[config.mk]
export PLATFORM = sky130hd
export DESIGN_NAME = vga_timing_gen
export DESIGN_NICKNAME = d
export VERILOG_FILES = /design/src/rtl/vga_timing_gen.sv
export SDC_FILE = /design/constraint.sdc
export NUM_CORES = 1
export LEC_CHECK = 0
export ABC_AREA = 0
export CAP_MARGIN = 20
export CORE_AREA = 2 2 71 73
export CTS_BUF_LIST = sky130_fd_sc_hd__clkbuf_2
export DETAILED_ROUTE_END_ITERATION = 6
export DIE_AREA = 0 0 73 75
export PLACE_DENSITY = 0.69
export SYNTH_ARGS = -nofsm -noshare
export SYNTH_HDL_FRONTEND = slang
export SYNTH_SLANG_ARGS = --single-unit
[constraint.sdc]
create_clock -name clk -period 2.9 [get_ports clk]
set_input_delay 0.435 -clock clk [delete_from_list [all_inputs] [get_ports clk]]
set_output_delay 0.435 -clock clk [all_outputs]
set_load 0.05 [all_outputs]
[src/rtl/vga_timing_gen.sv]
// VGA raster timing generator: pixel/line counters, sync pulses, video-active flag and start strobes.
// Define VGA_TIMING_FRAME_CNT_EN to add a 16-bit frame_count output.
module vga_timing_gen #(
   parameter int H_ACTIVE = 640,
   parameter int H_FP     = 16,
   parameter int H_SYNC   = 96,
   parameter int H_BP     = 48,
   parameter int V_ACTIVE = 480,
   parameter int V_FP     = 10,
   parameter int V_SYNC   = 2,
   parameter int V_BP     = 33,
   parameter bit HS_POL   = 1'b0,
   parameter bit VS_POL   = 1'b0,
   parameter int CW       = 16
) (
   input  logic          clk,
   input  logic          reset,
   input  logic          pix_en,
   output logic [CW-1:0] h_count,
   output logic [CW-1:0] v_count,
   output logic          hsync,
   output logic          vsync,
   output logic          video_on,
   output logic          line_start,
   output logic          frame_start
`ifdef VGA_TIMING_FRAME_CNT_EN
   ,
   output logic [15:0]   frame_count
`endif
);

   localparam int H_TOTAL = H_ACTIVE + H_FP + H_SYNC + H_BP;
   localparam int V_TOTAL = V_ACTIVE + V_FP + V_SYNC + V_BP;

   localparam logic [CW-1:0] H_LAST    = CW'(H_TOTAL - 1);
   localparam logic [CW-1:0] V_LAST    = CW'(V_TOTAL - 1);
   localparam logic [CW-1:0] H_ACT     = CW'(H_ACTIVE);
   localparam logic [CW-1:0] V_ACT     = CW'(V_ACTIVE);
   localparam logic [CW-1:0] HS_START  = CW'(H_ACTIVE + H_FP);
   localparam logic [CW-1:0] HS_END    = CW'(H_ACTIVE + H_FP + H_SYNC);
   localparam logic [CW-1:0] VS_START  = CW'(V_ACTIVE + V_FP);
   localparam logic [CW-1:0] VS_END    = CW'(V_ACTIVE + V_FP + V_SYNC);

   generate
      if (H_ACTIVE < 1 || H_FP < 1 || H_SYNC < 1 || H_BP < 1 ||
          V_ACTIVE < 1 || V_FP < 1 || V_SYNC < 1 || V_BP < 1 || CW < 1) begin : g_bad_param
         $error("vga_timing_gen: every timing parameter and CW must be at least 1");
      end
      if ((longint'(H_TOTAL) >> CW) != 0 || (longint'(V_TOTAL) >> CW) != 0) begin : g_bad_width
         $error("vga_timing_gen: H_TOTAL and V_TOTAL must be less than 2**CW");
      end
   endgenerate

   logic [CW-1:0] h_q, h_d;
   logic [CW-1:0] v_q, v_d;
   logic          wrap_h, wrap_v;
   logic          hsync_q, vsync_q, video_on_q, line_start_q, frame_start_q;

   always_comb begin
      h_d    = h_q;
      v_d    = v_q;
      wrap_h = 1'b0;
      wrap_v = 1'b0;
      if (pix_en) begin
         if (h_q == H_LAST) begin
            h_d    = '0;
            wrap_h = 1'b1;
            if (v_q == V_LAST) begin
               v_d    = '0;
               wrap_v = 1'b1;
            end else begin
               v_d = v_q + 1'b1;
            end
         end else begin
            h_d = h_q + 1'b1;
         end
      end
   end

   // Flags decode the next counts so they land in the same cycle as the counts they describe.
   always_ff @(posedge clk) begin
      if (reset) begin
         h_q           <= H_LAST;
         v_q           <= V_LAST;
         hsync_q       <= ~HS_POL;
         vsync_q       <= ~VS_POL;
         video_on_q    <= 1'b0;
         line_start_q  <= 1'b0;
         frame_start_q <= 1'b0;
      end else begin
         h_q           <= h_d;
         v_q           <= v_d;
         hsync_q       <= (h_d >= HS_START && h_d < HS_END) ? HS_POL : ~HS_POL;
         vsync_q       <= (v_d >= VS_START && v_d < VS_END) ? VS_POL : ~VS_POL;
         video_on_q    <= (h_d < H_ACT) && (v_d < V_ACT);
         line_start_q  <= wrap_h;
         frame_start_q <= wrap_h & wrap_v;
      end
   end

`ifdef VGA_TIMING_FRAME_CNT_EN
   logic [15:0] frame_cnt_q;

   always_ff @(posedge clk) begin
      if (reset) begin
         frame_cnt_q <= '0;
      end else if (wrap_h && wrap_v) begin
         frame_cnt_q <= frame_cnt_q + 1'b1;
      end
   end

   assign frame_count = frame_cnt_q;
`endif

   assign h_count     = h_q;
   assign v_count     = v_q;
   assign hsync       = hsync_q;
   assign vsync       = vsync_q;
   assign video_on    = video_on_q;
   assign line_start  = line_start_q;
   assign frame_start = frame_start_q;

endmodule
==> results.cfg, run 1 <==
[clocking]
holdBufCountCts = 0
cts_tree = built
path_clk_slew_ns = 0.21
cts_max_level = 2
post_cts_resized = 0
cts_buffer_depth = 2
cts_buffers = 5
clock-sinks = 37
clk_latency_ns = 0.41
post_cts_buffers = 0
root_buffer = clkbuf_2

[global_route]
grt_use_total_pct = 20.24
antenna_found_initial = 0
first_global_vias = 1732
grt_max_degree = 30
grt_pass1_wl_um = 8576
gr-total-overflow = 0

[timing]
tns_ns = 0
finClkSkew_ns = 0.02111
maxSlewViolCount = 0
period_needed_ns = 2.770
maxSlewHeadroom_pct = 66.51
max_freq_mhz = 361.0
hold_viol = 0
finalCritPeriodShare_pct = 95.52
setup_violations = 0
rsz0062_at_grt = no
worst_pin_slew_ns = 0.5008

[power_and_ir_drop]
pwr-share-comb_pct = 38.9
p_leak_nw = 1.026
p_int_mw = 0.8021
peakVddDrop_uv = 247.8
seqPwrFrac_pct = 43.4
p_sw_share_pct = 41.18
p_total_mw = 1.364
p_sw_mw = 0.5615
p_per_area_nw_per_um2 = 520.2
pwr-share-clk_pct = 17.8

[worst_setup_path]
crit_fanout = 12
end_kind = register
crit_chain = or4_1 -> or4_4 -> or2_4 -> buf_4 -> o21ai_0 -> o31ai_1 -> nor3_2 -> nor4bb_1
cpMaxStageDelayCell = or4_4
critPathTopFamily = simple AND/OR/NAND/NOR gates
rr_startpoint = h_count[12]$_SDFF_PP0_
critPathMaxStageDelay_ns = 0.55
crit_buf_inv = 1
cp.arrival_ns = 3.12
rr_worst_depth = 8
critPathLaunchType = register
r2r_end = video_on$_SDFF_PP0_
crit_type = reg -> reg
r2r_setup_slack_ns = 0.13
worstPathRequired_ns = 3.25

[floorplanning]
rows = 25
dieHeight_um = 75
pin_count = 40
core_um2 = 4661
start_util_pct = 44.27
dieArea_um2 = 5475
die_w_um = 73

[synthesis]
yosysWarnings = 0
synth_edf_count = 0
netlist_area_um2 = 2063
ys_types = 47
synthCells = 246
synth_seq_area_share_pct = 35.90
yosysTopAreaCellShare_pct = 35.90
ys_seq_elements = 37
avgSynthCellArea_um2 = 8.387
synth.area.top_cells = dfxtp_1 (36%), xnor2_1 (6.8%), nor2_1 (4.7%), nand3_1 (4.1%), xor2_1 (3.8%)
syn-num-nets = 252
synth_top_area_cell = dfxtp_1
synth_top_flop_cell = dfxtp_1
async_flop_share_pct = 0

[drt]
post-route-drc-count = 0
vias = 2029
ant_nets = 0
drt-total-wl_um = 5325
routed_via_density = 5.864
wire_per_inst_um = 15.39
drt_iter0_drc = 153
firstDrtPassIters = 4

[final_layout]
final_cell_mix = clkdlybuf4s50_1 (39), dfxtp_1 (34), nor2_1 (26), nand3_1 (17), xnor2_1 (16)
fin_util_pct = 56.24
syn2layout_area_growth_pct = 27.05
layout_commonest_cell = clkdlybuf4s50_1
nNetsFinal = 297
nFillCells = 440
fin_area_um2 = 2621
antenna_cells = 0
drive_gt1_share_pct = 13.01

[worst_hold_path]
hold_depth = 2
hold_path_class = reg -> reg
worstHoldStart = v_count[1]$_SDFF_PP0_
hold_end = v_count[1]$_SDFF_PP0_

[placed_design]
dp_hpwl_um = 3866
place_congestion = 0.8915
portBuffers = 39
placed_area_um2 = 2574

[status]
status = finished clean

[run]
maxCapViolCount = 0
## worst register-to-register path, cell delays in order (launching register included)
cell and delay [ns]:
dfxtp_2 0.40, or4_1 0.53, or4_4 0.55, or2_4 0.24, buf_4 0.18, o21ai_0 0.17, o31ai_1 0.11, nor3_2 0.25
nor4bb_1 0.27
## metrics by stage
| step | hold WS (ns) | setup slack (ns) | instances |
|---|---|---|---|
| finish | 0.6062 | 0.1300 | 346 |
| floorplan | 0.5963 | 0.02390 | 246 |
| global placement | 0.5379 | 0.1279 | 338 |
| CTS | 0.6072 | 0.06814 | 346 |
| detailed placement | 0.5788 | 0.1020 | 338 |
| global route | 0.6280 | 0.008049 | 346 |
## layer usage
metal | vias to the layer above | routed length [um] | share of wire [%] | track usage (%)
li1 | 980 | - | - | -
met1 | 975 | 2577 | 48 | 29.21
met2 | 67 | 2373 | 45 | 30.33
met3 | 7 | 295 | 5.5 | 4.552
met4 | 0 | 78 | 1.5 | 5.761
met5 | - | 0 | 0 | 0
## registers in the layout, summed over array words and instances (netlist names)
signal,cells
v_count,16
video_on,1
frame_start,1
line_start,1
hsync,1
vsync,1
h_count,16
## power by group through the flow
stage          logic (mW)  registers, mW  clock network [mW]
6_report            0.530          0.592               0.242
5_1_grt             0.571          0.598               0.266
4_1_cts             0.524          0.591               0.249
3_5_place_dp        0.522          0.601                   0
3_3_place_gp        0.520          0.600                   0
2_1_floorplan       0.263          0.693                   0
## kinds of logic after synthesis
group                      count (synthesis)  share of synthesized area [%]
muxes                                      4                          1.941
and+or+nand+nor                          126                          35.23
AOI/OAI and AO/OA                         29                          9.885
buffers and inverters                     21                          3.820
xor gates and xnor gates                  26                          11.40
DFF                                       37                          35.90
adders and majority gates                  3                          1.819
## how the worst max path moves through the flow
| stage | start | to | cells past startpoint |
|---|---|---|---|
| finish | h_count[12]$_SDFF_PP0_ | video_on$_SDFF_PP0_ | 8 |
| global route | h_count[12]$_SDFF_PP0_ | video_on$_SDFF_PP0_ | 8 |
| CTS | h_count[12]$_SDFF_PP0_ | video_on$_SDFF_PP0_ | 8 |
| detailed placement | h_count[12]$_SDFF_PP0_ | video_on$_SDFF_PP0_ | 8 |
| global placement | h_count[12]$_SDFF_PP0_ | video_on$_SDFF_PP0_ | 8 |
| floorplan | h_count[6]$_SDFF_PP0_ | vsync$_SDFF_PP1_ | 8 |
## cell usage after synthesis (all sizes together), types with 3 or more instances
| library cell | count |
|---|---|
| and4 | 5 |
| or2 | 6 |
| nor2b | 6 |
| ha | 3 |
| a211oi | 3 |
| o21ai | 4 |
| a21o | 4 |
| dfxtp | 37 |
| xnor2 | 16 |
| nand2 | 13 |
| mux2i | 4 |
| nand4 | 11 |
| nor2 | 27 |
| nand3 | 17 |
| or4 | 3 |
| inv | 6 |
| clkbuf | 15 |
| xor2 | 10 |
| nor4 | 7 |
| or3 | 4 |
| and3 | 9 |
| nor3 | 11 |
| a21oi | 5 |
## area by class of cell
cell class / instances / area, um^2 / area share [%]
flip-flops and latches: 37 / 744.5 / 28.40
repair buffers: 53 / 495.5 / 18.90
multi-input cells: 188 / 1249 / 47.64
inverters: 6 / 22.52 / 0.8592
clock inverters: 3 / 17.52 / 0.6683
well taps: 54 / 67.56 / 2.578
clock buffers: 5 / 25.02 / 0.9547
(Power assumes the default switching activity.)
==> run 2: changes to the inputs <==
ABC_AREA = not set   (was 0)
CTS_BUF_LIST = sky130_fd_sc_hd__clkbuf_8   (was sky130_fd_sc_hd__clkbuf_2)
GPL_TIMING_DRIVEN = 1   (was not set)
==> run 2 against run 1 <==
Clock power is 49% higher. Maximum frequency increased by 0.50%. Worst hold slack worse by 0.012 ns. Cell area up 1.7%. Largest power group unchanged. Highest routed layer unchanged.
==> results.cfg, run 2 (synthesis results as in run 1) <==
[timing]
maxSlewHeadroom_pct = 61.60
tns_ns = 0
setup_violations = 0
layout_setup_ws_ns = 0.1439
worst_pin_slew_ns = 0.5708
max_freq_mhz = 362.8
finClkSkew_ns = 0.005838
maxSlewViolCount = 0
finalCritPeriodShare_pct = 95.04
hold_viol = 0
period_needed_ns = 2.756
rsz0062_at_grt = no

[drt]
dr_wl_met3_um = 306
drt-total-wl_um = 5436
drt_iter0_drc = 128
met1Wirelength_um = 2555
routed_via_density = 5.798
ant_nets = 0
wire_per_inst_um = 15.71
firstDrtPassIters = 4
wl_met2_um = 2490
vias = 2006
topRoutingLayerUsed = met4
post-route-drc-count = 0

[placed_design]
place_congestion = 0.8915
dpl_worst_slack_ns = 0.1020
portBuffers = 39
dp_hpwl_um = 3866

[global_route]
antenna_found_initial = 0
gr-total-overflow = 0
first_global_vias = 1766
grt_max_degree = 30
grt_pass1_wl_um = 8694
grt_use_total_pct = 20.77

[clocking]
cts_max_level = 2
clk_latency_ns = 0.30
root_buffer = clkbuf_8
path_clk_slew_ns = 0.08
holdBufCountCts = 0
cts_buffer_depth = 2
cts_tree = built
clock-sinks = 37
cts_buffers = 5

[final_layout]
drive_gt1_share_pct = 13.01
layout_commonest_cell = clkdlybuf4s50_1
final_cell_mix = clkdlybuf4s50_1 (39), dfxtp_1 (34), nor2_1 (26), nand3_1 (17), xnor2_1 (16)
antenna_cells = 0
nNetsFinal = 297
syn2layout_area_growth_pct = 29.17

[worst_hold_path]
hold_depth = 2
worstHoldStart = v_count[1]$_SDFF_PP0_
hold_path_class = reg -> reg
hold_end = v_count[1]$_SDFF_PP0_

[worst_setup_path]
rr_startpoint = h_count[12]$_SDFF_PP0_
critPathLaunchType = register
crit_type = reg -> reg
crit_fanout = 7
cp.arrival_ns = 2.93
rr_worst_depth = 7
end_kind = register
r2r_end = vsync$_SDFF_PP1_
r2r_setup_slack_ns = 0.14
worstPathRequired_ns = 3.08

[floorplanning]
dieHeight_um = 75
rows = 25
pin_count = 40
core_um2 = 4661
die_w_um = 73
dieArea_um2 = 5475
start_util_pct = 44.27

[power_and_ir_drop]
p_per_area_nw_per_um2 = 555.4
p_total_mw = 1.480
peakVddDrop_uv = 219.5
p_leak_nw = 1.041

[status]
status = finished clean

[run]
maxCapViolCount = 0
-- run 2: cell counts in the layout (fill, tap and decap cells not counted) --
Identical to the previous run, type by type.
-- run 2: repair_timing --
action,in CTS,in global routing
buffers inserted,0,0
gates resized for setup,0,1
endpoints found under the setup margin,0,1
-- run 2: per-stage QoR --
| step | hold slack [ns] | std cells | instance area [um^2] | util, % |
|---|---|---|---|---|
| CTS | 0.5948 | 346 | 2660 | 57.07 |
| finish | 0.5944 | 346 | 2665 | 57.18 |
| detailed placement | 0.5788 | 338 | 2574 | 55.22 |
| floorplan | 0.5963 | 246 | 2068 | - |
| global route | 0.6152 | 346 | 2665 | 57.18 |
| global placement | 0.5379 | 338 | 2574 | 55.22 |
-- run 2: how the worst max path moves through the flow --
| stage | startpoint | endpoint | slack (ns) | cells past startpoint |
|---|---|---|---|---|
| 2_1_floorplan | h_count[6]$_SDFF_PP0_ | vsync$_SDFF_PP1_ | 0.02 | 8 |
| 3_3_place_gp | h_count[12]$_SDFF_PP0_ | video_on$_SDFF_PP0_ | 0.13 | 8 |
| 3_5_place_dp | h_count[12]$_SDFF_PP0_ | video_on$_SDFF_PP0_ | 0.10 | 8 |
| 4_1_cts | h_count[12]$_SDFF_PP0_ | video_on$_SDFF_PP0_ | 0.08 | 8 |
| 5_1_grt | h_count[12]$_SDFF_PP0_ | video_on$_SDFF_PP0_ | 0.03 | 8 |
| 6_report | h_count[12]$_SDFF_PP0_ | vsync$_SDFF_PP1_ | 0.14 | 7 |
-- run 2: cell type report --
type,instances,area [um^2]
fill,443,1996
tap,54,67.56
timing repair buffer,53,495.5
clock buffer,5,68.82
inverter,6,22.52
clock inverter,3,17.52
sequential,37,744.5
multi-input combinational,188,1249
-- run 2: power breakdown --
group          internal (mW)  total [mW]  switching, mW
Combinational          0.204       0.529          0.325
Clock                  0.166       0.361          0.195
Sequential             0.541       0.591         0.0498
-- run 2: worst max-delay path: stages (launching register included) --
cell	delay, ns
dfxtp_2	0.36
or4_1	0.52
or4_4	0.55
or2_4	0.24
or3_4	0.39
xor2_2	0.17
nor4b_4	0.28
nand4_1	0.11
-- run 2: routing by layer --
layer | global-route usage (%) | vias up
met3 | 4.284 | 6
met1 | 29.02 | 955
met4 | 9.053 | 0
met5 | 0 | -
li1 | - | 979
met2 | 31.03 | 66
==> run 3: changes to the inputs <==
GPL_TIMING_DRIVEN = 0   (was 1)
==> run 3 against run 2 <==
Clock power up 11%. Total power increased by 4.0%. Worst hold slack worse by 0.022 ns. Die area unchanged. Critical path type unchanged. Largest cell class unchanged. Largest power group unchanged.
==> results.cfg, run 3 (synthesis results as in run 1) <==
[worst_setup_path]
crit_chain = or4_1 -> or4_4 -> or2_4 -> or3_4 -> xor2_4 -> nor4b_4 -> nand4_1
end_kind = register
critPathMaxStageDelay_ns = 0.52
crit_fanout = 8
critPathLaunchType = register
cp.arrival_ns = 2.97
worstPathRequired_ns = 3.06
r2r_setup_slack_ns = 0.09
rr_startpoint = h_count[7]$_SDFF_PP0_
rr_worst_depth = 7
r2r_end = vsync$_SDFF_PP1_
startpoint = h_count[7]$_SDFF_PP0_
crit_type = reg -> reg
cpMaxStageDelayCell = or4_1
worstSetupEndpoint = vsync$_SDFF_PP1_

[drt]
topRoutingLayerUsed = met4
firstDrtPassIters = 4
wire_per_inst_um = 15.25
vias = 1934
met1Wirelength_um = 2596
wl_met2_um = 2385
post-route-drc-count = 0
ant_nets = 0
dr_wl_met3_um = 215
drt_iter0_drc = 156
drt-total-wl_um = 5260
routed_via_density = 5.606

[placed_design]
dp.cells = 339
dp_hpwl_um = 3598
portBuffers = 39
place_congestion = 0.8803

[power_and_ir_drop]
p_total_mw = 1.540
p_per_area_nw_per_um2 = 573.2
p_leak_nw = 1.019
peakVddDrop_uv = 351.0
p_int_mw = 0.9614
p_sw_mw = 0.5784
pwr-share-clk_pct = 26.1
p_sw_share_pct = 37.56
pwr-share-comb_pct = 35.9
seqPwrFrac_pct = 38.0

[floorplanning]
rows = 25
dieArea_um2 = 5475
core_um2 = 4661
die_w_um = 73
start_util_pct = 44.27
pin_count = 40
dieHeight_um = 75

[final_layout]
nNetsFinal = 296
layout_commonest_cell = clkdlybuf4s50_1
syn2layout_area_growth_pct = 30.20
nFillCells = 441
antenna_cells = 0
drive_gt1_share_pct = 10.31
fin_cells = 345
final_cell_mix = clkdlybuf4s50_1 (39), dfxtp_1 (34), nor2_1 (26), xnor2_1 (16), nand3_1 (16)

[clocking]
cts_max_level = 2
clk_latency_ns = 0.29
cts_tree = built
clock-sinks = 37
cts_buffer_depth = 2
cts_buffers = 5
holdBufCountCts = 0
path_clk_slew_ns = 0.07
root_buffer = clkbuf_8

[global_route]
grt_pass1_wl_um = 8217
grt_max_degree = 12
first_global_vias = 1674
antenna_found_initial = 0
grt_use_total_pct = 19.45
gr-total-overflow = 0

[run]
maxCapViolCount = 0

[worst_hold_path]
hold_path_class = reg -> reg

[timing]
period_needed_ns = 2.809
max_freq_mhz = 356.0
hold_viol = 0
maxSlewViolCount = 0
finClkSkew_ns = 0.006087
finalCritPeriodShare_pct = 96.87
worst_pin_slew_ns = 0.5489
rsz0062_at_grt = no
maxSlewHeadroom_pct = 63.41
setup_violations = 0

[status]
status = finished clean
## run 3: changes by cell type in the layout (fill, tap and decap cells not counted), moves of 2 or more
cell,delta
clkbuf_8,+2
nor4_1,-2
clkbuf_1,+10
nor4_4,+2
buf_4,-12
## run 3: routing by layer
metal  up-vias  GRT usage [%]
met5         -              0
met4         0          6.790
met3         5          2.811
met2        54          28.43
met1       902          29.10
li1        973              -
## run 3: critical path: cells and delay by family (launching register included)
kind | cells | cell delay, ns
DFF | 1 | 0.38
and+or+nand+nor | 6 | 2.13
xor gates and xnor gates | 1 | 0.17
## run 3: area by class of cell
class / count / area (um^2) / area share [%]
Sequential cell: 37 / 747.0 / 27.81
Inverter: 6 / 22.52 / 0.8384
Clock buffer: 7 / 96.34 / 3.586
Clock inverter: 1 / 5.005 / 0.1863
Multi-Input combinational cell: 188 / 1300 / 48.39
Timing Repair Buffer: 41 / 405.4 / 15.09
Buffer: 11 / 42.54 / 1.584
Tap cell: 54 / 67.56 / 2.515
## run 3: repair_timing
action / 4_1_cts / 5_1_grt
setup buffers: 0 / 2
pin swaps: 0 / 5
endpoints found under the setup margin: 3 / 3
resized for setup: 2 / 8
## run 3: power by group through the flow
stage | clock, mW | sequential (mW) | combinational [mW]
2_1_floorplan | 0 | 0.693 | 0.263
3_3_place_gp | 0 | 0.589 | 0.507
3_5_place_dp | 0 | 0.589 | 0.512
4_1_cts | 0.407 | 0.577 | 0.523
5_1_grt | 0.421 | 0.590 | 0.591
6_report | 0.401 | 0.585 | 0.553
## run 3: how the worst min path moves through the flow
stage	cells after the start	slack, ns	startpoint	endpoint
global placement	2	0.55	v_count[1]$_SDFF_PP0_	v_count[1]$_SDFF_PP0_
global route	2	0.58	v_count[1]$_SDFF_PP0_	v_count[1]$_SDFF_PP0_
floorplan	1	0.60	pix_en	h_count[1]$_SDFF_PP1_
finish	2	0.57	v_count[1]$_SDFF_PP0_	v_count[1]$_SDFF_PP0_
CTS	2	0.56	v_count[1]$_SDFF_PP0_	v_count[1]$_SDFF_PP0_
detailed placement	2	0.55	v_count[1]$_SDFF_PP0_	v_count[1]$_SDFF_PP0_
## run 3: per-stage QoR
stage	instance area [um^2]	setup TNS, ns	hold slack [ns]	setup WS, ns	utilization [%]
floorplan	2068	0	0.5963	0.02390	-
global placement	2526	-0.5038	0.5530	-0.2046	54.20
detailed placement	2526	-0.5084	0.5517	-0.2270	54.20
CTS	2638	0	0.5632	0.02288	56.59
global route	2686	0	0.5847	0.002415	57.64
finish	2686	0	0.5727	0.09086	57.64
